### src/rtl/uart_tx_buffered_if.sv
// uart_tx_buffered_if: producer handshake and serial line of the buffered UART transmitter
interface uart_tx_buffered_if #(parameter int DBIT = 8);
    logic            tx_start;
    logic [DBIT-1:0] din;
    logic            tx;
    logic            tx_ready;
    logic            tx_busy;
    logic            tx_done_tick;
    logic            tx_overrun;
    modport master (output tx_start, din, input tx, tx_ready, tx_busy, tx_done_tick, tx_overrun);
    modport slave  (input tx_start, din, output tx, tx_ready, tx_busy, tx_done_tick, tx_overrun);
endinterface

### src/rtl/uart_tx_buffered.sv
// uart_tx_buffered: UART transmitter with a one-byte holding register and gapless back-to-back frames
module uart_tx_buffered #(
    parameter int DBIT    = 8,
    parameter int SB_TICK = 16,
    parameter int PARITY  = 0
) (
    input  logic              i_clk,
    input  logic              i_reset,
    input  logic              i_s_tick,
    uart_tx_buffered_if.slave io_bus
);
    localparam int SW = (SB_TICK > 16) ? $clog2(SB_TICK) : 4;
    localparam int NW = (DBIT > 1) ? $clog2(DBIT) : 1;
    localparam logic [2:0] IDLE  = 3'd0;
    localparam logic [2:0] START = 3'd1;
    localparam logic [2:0] DATA  = 3'd2;
    localparam logic [2:0] PAR   = 3'd3;
    localparam logic [2:0] STOP  = 3'd4;
    logic [2:0]      r_state, w_state;
    logic [SW-1:0]   r_s, w_s;
    logic [NW-1:0]   r_n, w_n;
    logic [DBIT-1:0] r_b, w_b, r_hold;
    logic            r_p, w_p, r_hold_valid, r_tx, r_done, r_overrun;
    logic            w_load, w_done, w_tx, w_end16;
    assign w_end16 = i_s_tick && (r_s == SW'(15));
    always_comb begin
        w_state = r_state;
        w_s     = r_s;
        w_n     = r_n;
        w_b     = r_b;
        w_p     = r_p;
        w_load  = 1'b0;
        w_done  = 1'b0;
        case (r_state)
            IDLE: w_load = r_hold_valid;
            START: begin
                if (i_s_tick) w_s = w_end16 ? '0 : r_s + 1'b1;
                if (w_end16) begin
                    w_n     = '0;
                    w_state = DATA;
                end
            end
            DATA: begin
                if (i_s_tick) w_s = w_end16 ? '0 : r_s + 1'b1;
                if (w_end16) begin
                    w_p = r_p ^ r_b[0];
                    w_b = r_b >> 1;
                    if (r_n == NW'(DBIT - 1)) w_state = (PARITY != 0) ? PAR : STOP;
                    else w_n = r_n + 1'b1;
                end
            end
            PAR: begin
                if (i_s_tick) w_s = w_end16 ? '0 : r_s + 1'b1;
                if (w_end16) w_state = STOP;
            end
            STOP: begin
                if (i_s_tick) begin
                    w_s = r_s + 1'b1;
                    if (r_s == SW'(SB_TICK - 1)) begin
                        w_s     = '0;
                        w_done  = 1'b1;
                        w_load  = r_hold_valid;
                        w_state = IDLE;
                    end
                end
            end
            default: w_state = IDLE;
        endcase
        // a pending byte starts its frame immediately, from IDLE or straight out of STOP
        if (w_load) begin
            w_b     = r_hold;
            w_p     = (PARITY == 2);
            w_s     = '0;
            w_state = START;
        end
        w_tx = (w_state == START) ? 1'b0 : (w_state == DATA) ? w_b[0] : (w_state == PAR) ? w_p : 1'b1;
    end
    always_ff @(posedge i_clk) begin
        if (i_reset) begin
            r_state      <= IDLE;
            r_s          <= '0;
            r_n          <= '0;
            r_b          <= '0;
            r_p          <= 1'b0;
            r_hold       <= '0;
            r_hold_valid <= 1'b0;
            r_tx         <= 1'b1;
            r_done       <= 1'b0;
            r_overrun    <= 1'b0;
        end else begin
            r_state   <= w_state;
            r_s       <= w_s;
            r_n       <= w_n;
            r_b       <= w_b;
            r_p       <= w_p;
            r_tx      <= w_tx;
            r_done    <= w_done;
            r_overrun <= io_bus.tx_start && r_hold_valid;
            if (io_bus.tx_start && !r_hold_valid) begin
                r_hold       <= io_bus.din;
                r_hold_valid <= 1'b1;
            end else if (w_load) begin
                r_hold_valid <= 1'b0;
            end
        end
    end
    assign io_bus.tx           = r_tx;
    assign io_bus.tx_ready     = !r_hold_valid;
    assign io_bus.tx_busy      = (r_state != IDLE);
    assign io_bus.tx_done_tick = r_done;
    assign io_bus.tx_overrun   = r_overrun;
endmodule

### src/flat_wrapper.sv
// flat-port wrapper written by rule: the top's interface ports become plain ports
module uart_tx_buffered_flat 
#(
    parameter int DBIT    = 8,
    parameter int SB_TICK = 16,
    parameter int PARITY  = 0
)
  (i_clk, i_reset, i_s_tick, io_bus_tx_start, io_bus_din, io_bus_tx, io_bus_tx_ready, io_bus_tx_busy, io_bus_tx_done_tick, io_bus_tx_overrun);
  uart_tx_buffered_if #(.DBIT(DBIT)) io_bus_i ();
  input  logic i_clk;
  input  logic i_reset;
  input  logic i_s_tick;
  input wire logic [$bits(io_bus_i.tx_start)-1:0] io_bus_tx_start;
  input wire logic [$bits(io_bus_i.din)-1:0] io_bus_din;
  output wire logic [$bits(io_bus_i.tx)-1:0] io_bus_tx;
  output wire logic [$bits(io_bus_i.tx_ready)-1:0] io_bus_tx_ready;
  output wire logic [$bits(io_bus_i.tx_busy)-1:0] io_bus_tx_busy;
  output wire logic [$bits(io_bus_i.tx_done_tick)-1:0] io_bus_tx_done_tick;
  output wire logic [$bits(io_bus_i.tx_overrun)-1:0] io_bus_tx_overrun;
  assign io_bus_i.tx_start = io_bus_tx_start;
  assign io_bus_i.din = io_bus_din;
  assign io_bus_tx = io_bus_i.tx;
  assign io_bus_tx_ready = io_bus_i.tx_ready;
  assign io_bus_tx_busy = io_bus_i.tx_busy;
  assign io_bus_tx_done_tick = io_bus_i.tx_done_tick;
  assign io_bus_tx_overrun = io_bus_i.tx_overrun;
  uart_tx_buffered #(.DBIT(DBIT), .SB_TICK(SB_TICK), .PARITY(PARITY)) u_core (.i_clk(i_clk), .i_reset(i_reset), .i_s_tick(i_s_tick), .io_bus(io_bus_i));
endmodule
### config.mk
export PLATFORM = sky130hd
export DESIGN_NAME = uart_tx_buffered_flat
export DESIGN_NICKNAME = d
export VERILOG_FILES = /design/src/rtl/uart_tx_buffered_if.sv /design/src/rtl/uart_tx_buffered.sv /design/src/flat_wrapper.sv
export SDC_FILE = /design/constraint.sdc
export NUM_CORES = 1
export LEC_CHECK = 0
export BUFFER_PORTS_ARGS = -buffer_cell sky130_fd_sc_hd__buf_4
export CAP_MARGIN = 20
export CORE_ASPECT_RATIO = 0.75
export CORE_MARGIN = 2
export CORE_UTILIZATION = 44
export DETAILED_ROUTE_END_ITERATION = 6
export GPL_ROUTABILITY_DRIVEN = 0
export GPL_TIMING_DRIVEN = 0
export PLACE_DENSITY_LB_ADDON = 0.15
export SETUP_SLACK_MARGIN = 0.05
export SLEW_MARGIN = 0
export SYNTH_ARGS = -nofsm -noshare
export SYNTH_HDL_FRONTEND = slang
export SYNTH_SLANG_ARGS = --single-unit
### constraint.sdc
create_clock -name i_clk -period 5 [get_ports i_clk]
set_clock_uncertainty 0.05 [all_clocks]
set_input_delay 1 -clock i_clk [delete_from_list [all_inputs] [get_ports i_clk]]
set_output_delay 1 -clock i_clk [all_outputs]
set_load 0.01 [all_outputs]
### After elaboration in Yosys (flattened, before gate mapping)

Index checks and enable logic that the tools add are counted.

* bits in registers: 31
* bits of input ports: 12
* output and inout port bits: 5
* logic and storage cells: 79

* $add $sub $neg: 2
* equality and inequality tests: 14
* mux-type cells: 32
* bitwise operators: 3
* reduce and logical (&&, ||, !) cells: 17

Operators with widths (number)
* two-way mux 3 bit: 10
* two-way mux 8 bit: 3
* two-way mux 4 bit: 4
* case mux 3 bit (5 select lines): 1
* == test 3 x 2 -> 1 bit, second input constant: 4
* two-way mux 1 bit: 11
* nonzero test 2 bit: 5
* case mux 4 bit (2 select lines): 1
* == test 3 x 1 -> 1 bit, second input constant: 2
* == test 3 bit, second input constant: 2
* inequality test 2 x 1 -> 1 bit, second input constant: 3
* case mux 3 bit (2 select lines): 1
* OR reduction 3 bit: 2
* adder 4 x 1 -> 4 bit, second input constant: 1
* == test 4 bit, second input constant: 1
* inequality test 2 bit, second input constant: 2
* AND reduction 4 bit: 1
* adder 3 x 1 -> 3 bit, second input constant: 1
* logical AND 1 bit: 3
* logical NOT 3 bit: 1
* AND reduction 3 bit: 1
* nonzero test 3 bit: 1
* NOT 1 bit: 2
* case mux 1 bit (2 select lines): 1
* other kinds (4): 4

### Longest topological paths before layout

* depth in word-level cells: 9
* gate-level depth with buffers: 7
* mapped depth without buffers: 7

### Worst setup path before layout

Ideal clock, no wire load.

* path type: input-to-reg
* start: input port i_s_tick
* end: register u_core.r_tx (netlist: u_core.io_bus.tx)
* data arrival time: 2.028 ns
* data required time: 4.821 ns
* slack: 2.793 ns
* cell stages on the path: 5
* path buffers: 0
* cell sequence: nand4_4 nor2_8 mux2_4 o31ai_1 nand3_1

* word-level cells in the longest chain between the ends: 8
* elaborated cells on any way between the ends: 21
* those cells by class: 3 x eq/ne; 17 x mux; 1 x reduce/logical

RTL lines
* start, declared: line flat_wrapper.sv:12 `input logic i_s_tick;`
* logical AND 1 bit: line uart_tx_buffered.sv:25 `assign w_end16 = i_s_tick && (r_s == SW'(15));`
* two-way mux 3 bit (on tied branches): line uart_tx_buffered.sv:54, uart_tx_buffered.sv:38, uart_tx_buffered.sv:45
* case mux 3 bit (5 select lines): line uart_tx_buffered.sv:34 `case (r_state)`
* two-way mux 3 bit: line uart_tx_buffered.sv:70 `if (w_load) begin`
* == test 3 x 2 -> 1 bit: line uart_tx_buffered.sv:76 `w_tx = (w_state == START) ? 1'b0 : (w_state == DATA) ? w_b[0] : (w_state == PAR) ? w_p : 1'b1;`
* two-way mux 1 bit (2 in series): line uart_tx_buffered.sv:76
* two-way mux 1 bit (*): line uart_tx_buffered.sv:76
* end signal, assigned: line uart_tx_buffered.sv:96 `r_tx <= w_tx;`
* end, declared: line uart_tx_buffered.sv:23 `logic r_p, w_p, r_hold_valid, r_tx, r_done, r_overrun;`

Mark *: on every way between the ends. The rest lies on a longest branch, timed or not. The select of a mux whose other input is x is not followed.
A chain may end at the register's enable or synchronous reset.

### Worst setup path in the final report

* start: register u_core.r_state[1]
* end: output port io_bus_tx_busy

* word-level cells in the longest chain between the ends: 1

RTL lines
* start, declared: line uart_tx_buffered.sv:19 `logic [2:0] r_state, w_state;`
* start signal, assigned: line uart_tx_buffered.sv:91 `r_state <= w_state;`
* nonzero test 3 bit: line uart_tx_buffered.sv:109 `assign io_bus.tx_busy = (r_state != IDLE);`
* end, declared: line flat_wrapper.sv:17 `output wire logic [$bits(io_bus_i.tx_busy)-1:0] io_bus_tx_busy;`

Every way passes these cells.

==> results.toml <==
[clock_tree]
clock_path_buffers = 2
cts_max_level = 2
insertion_delay_ns = 0.28
cts_buffers = 5
cts_tree = "done"
hold_buffers = 0
clock_sinks = 31
cts_resized = 0
cts_root_buf = "clkbuf_8"
post_cts_buffers = 0
clk_pin_slew_ns = 0.06

[timing]
max_freq_ghz = 0.4345
max_slew.worst_pin.slew_ns = 0.5924
slew_violations = 0
min_period_ns = 2.301
setup-violations-final = 0
hold_violations = 0
whs_ns = 0.4310
slew_headroom_pct = 60.51
min_period_over_period_pct = 46.03
tns_ns = 0
rsz0062_at_grt = "false"

[floorplanning]
core.rowCount = 17
core_um2 = 3020
initial_utilization_pct = 47.22
die_area_um2 = 3718
die_width_um = 69.75
pin_count = 17
die_y_um = 53.31

[routing]
totalWireLength_mm = 2.746
first_pass_iters = 4
routedWlPerCell_um = 13.27
top_layer_used = "met4"
drt-vias-per-instance = 5.242
drc = 0
drt_iter0_markers = 30
wl_met1_mm = 1.380
wl_met2_mm = 1.155
ant_nets = 0
vias = 1085
wl_met3_um = 173

[grt]
grt_pass1_wl_mm = 4.678
antenna_found_initial = 0
grt-ovfl-total = 0
grt_pass1_vias = 982
grtUsageTotal_pct = 16.85
grt_max_degree = 11

[placement]
postPlaceCellArea_um2 = 1587
place_hpwl_mm = 1.960
port_buffers = 15

[yosys]
synth_top_cell_area_share_pct = 43.51
syn-num-nets = 161
avgSynthCellArea_um2 = 9.770
synth-edff-count = 0
async_flop_share_pct = 0
syn_area_um2 = 1426
ys_ff_latch = 31
ys.warnings.count = 0
ys_seq_area_share_pct = 43.51
synth_flop_cell = "dfxtp_1"
synthDistinctLibCells = 35
syn_inst = 146
synth_top_area_cell = "dfxtp_1"
netlist_top_cells_area = "dfxtp_1 (44%), mux2i_1 (13%), nor2_1 (8.2%), buf_6 (3.9%), a211oi_1 (3.2%)"

[hold_path]
hp-class = "reg2reg"
hold_depth = 2

[finish]
diodes = 0
area_growth_pct = 19.47
stdcell_area_um2 = 1704
fin_util_pct = 56.42
fillerInstances = 269
layout-drive-gt1-share_pct = 21.30
nNetsFinal = 183

[pwr]
leakage_nw = 0.7298
peakVddDrop_uv = 189.0
p_per_area_nw_per_um2 = 338.1
power_mw = 0.5762

[worst_setup_path]
cpPeakStageDelay_ns = 0.39
cp.required_ns = 3.95
cp_max_fo = 9
reg2reg_depth = 6
crit_chain = "buf_6 > or3_4 > buf_4"
arrival_ns = 1.25
endpoint_kind = "output port"
setup.worst_path.start_class = "flop"
crit_type = "reg2out"
cpMaxStageDelayCell = "or3_4"

[outcome]
status = "complete, no violations"

[job]
cap_violations = 0
==> cell usage after synthesis, drive strengths merged (3+ instances only) <==
cell	n
a21oi	5
nand2b	4
nor2	32
inv	3
ha	3
a211oi	6
nand3	5
nand2	5
nor3	3
mux2i	19
buf	6
dfxtp	31
==> placed cells by master, fill, tap and decap left out <==
cell       synthesis  final
nand2_1            5      5
nor3_2             1      1
nor2_1            31     31
o31ai_1            1      1
mux2_4             1      1
nand4_1            1      1
nand3_2            1      1
clkbuf_1           2      2
nand2b_1           4      4
nor4b_1            1      1
buf_6              5      5
o211ai_1           1      1
nor2_8             1      1
or3b_1             1      1
bufinv_16          0      1
clkinv_2           0      1
inv_1              3      3
nor3_1             2      2
xor2_1             2      2
clkbuf_8           0      6
mux2i_1           19     19
nor2b_1            2      2
o21ai_0            2      2
a211oi_1           6      6
nand4_4            1      1
or3b_4             1      1
a41oi_1            1      1
a21oi_1            5      5
ha_1               3      3
and2b_1            1      1
o31a_1             1      1
a311oi_1           2      2
nand3_1            4      4
buf_4              1     16
dfxtp_1           31     31
a32oi_1            1      1
and2_1             1      1
or3_4              1      1
==> worst paths after layout <==
| path | startpoint | endpoint | slack (ns) |
|---|---|---|---|
| min reg2reg | u_core.r_n[2] | u_core.r_n[2] | 0.43 |
| min | u_core.r_n[2] | u_core.r_n[2] | 0.43 |
| max reg2reg | u_core.r_s[0] | u_core.io_bus.tx | 2.91 |
| max | u_core.r_state[1] | io_bus_tx_busy | 2.70 |
==> layout make-up <==
class / count / area, µm² / share of cell area (%)
multi-input combinational: 104 / 723.2 / 42.44
sequential: 31 / 620.6 / 36.42
timing repair buffer: 15 / 112.6 / 6.608
clock buffer: 6 / 82.58 / 4.846
buffer: 8 / 71.32 / 4.185
tap: 38 / 47.55 / 2.790
clock inverter: 2 / 35.03 / 2.056
inverter: 3 / 11.26 / 0.6608
==> per-stage QoR <==
| step | std cells | setup WS (ns) |
|---|---|---|
| floorplan | 146 | 2.793 |
| global route | 207 | 2.643 |
| CTS | 207 | 2.684 |
| finish | 207 | 2.699 |
| detailed placement | 199 | 2.509 |
| global placement | 199 | 2.540 |
==> report_power, final <==
| group | leakage, nW | switching, mW | internal, mW |
|---|---|---|---|
| Combinational | 0.416 | 0.0301 | 0.0286 |
| Sequential | 0.253 | 0.00758 | 0.259 |
| Clock | 0.0612 | 0.0897 | 0.161 |
==> worst max-delay path: cells and delay by family, from the launching register on <==
kind,cells,cell delay (ns)
buf+inv,2,0.28
simple gates,1,0.39
flops,1,0.30
==> cells by family after synthesis <==
| kind of cell | share of synthesized area [%] |
|---|---|
| AOI/OAI and AO/OA | 9.737 |
| DFF | 43.51 |
| muxes | 14.39 |
| buffers and inverters | 5.790 |
| adders and majority gates | 2.632 |
| and+or+nand+nor | 22.72 |
| xor gates and xnor gates | 1.228 |
==> state kept, by name (all words and copies together), names as in the netlist <==
register and count:
u_core.r_s 4, u_core.io_bus.tx 1, u_core.r_n 3, u_core.r_hold 8, u_core.r_hold_valid 1, u_core.r_p 1, u_core.r_state 3, u_core.io_bus.tx_done_tick 1
u_core.io_bus.tx_overrun 1, u_core.r_b 8
==> metal layers <==
metal	vias to the layer above	track usage [%]
li1	561	-
met1	492	23.04
met2	28	23.88
met3	4	5.143
met4	0	8.654
met5	-	0
(Power assumes the default switching activity.)
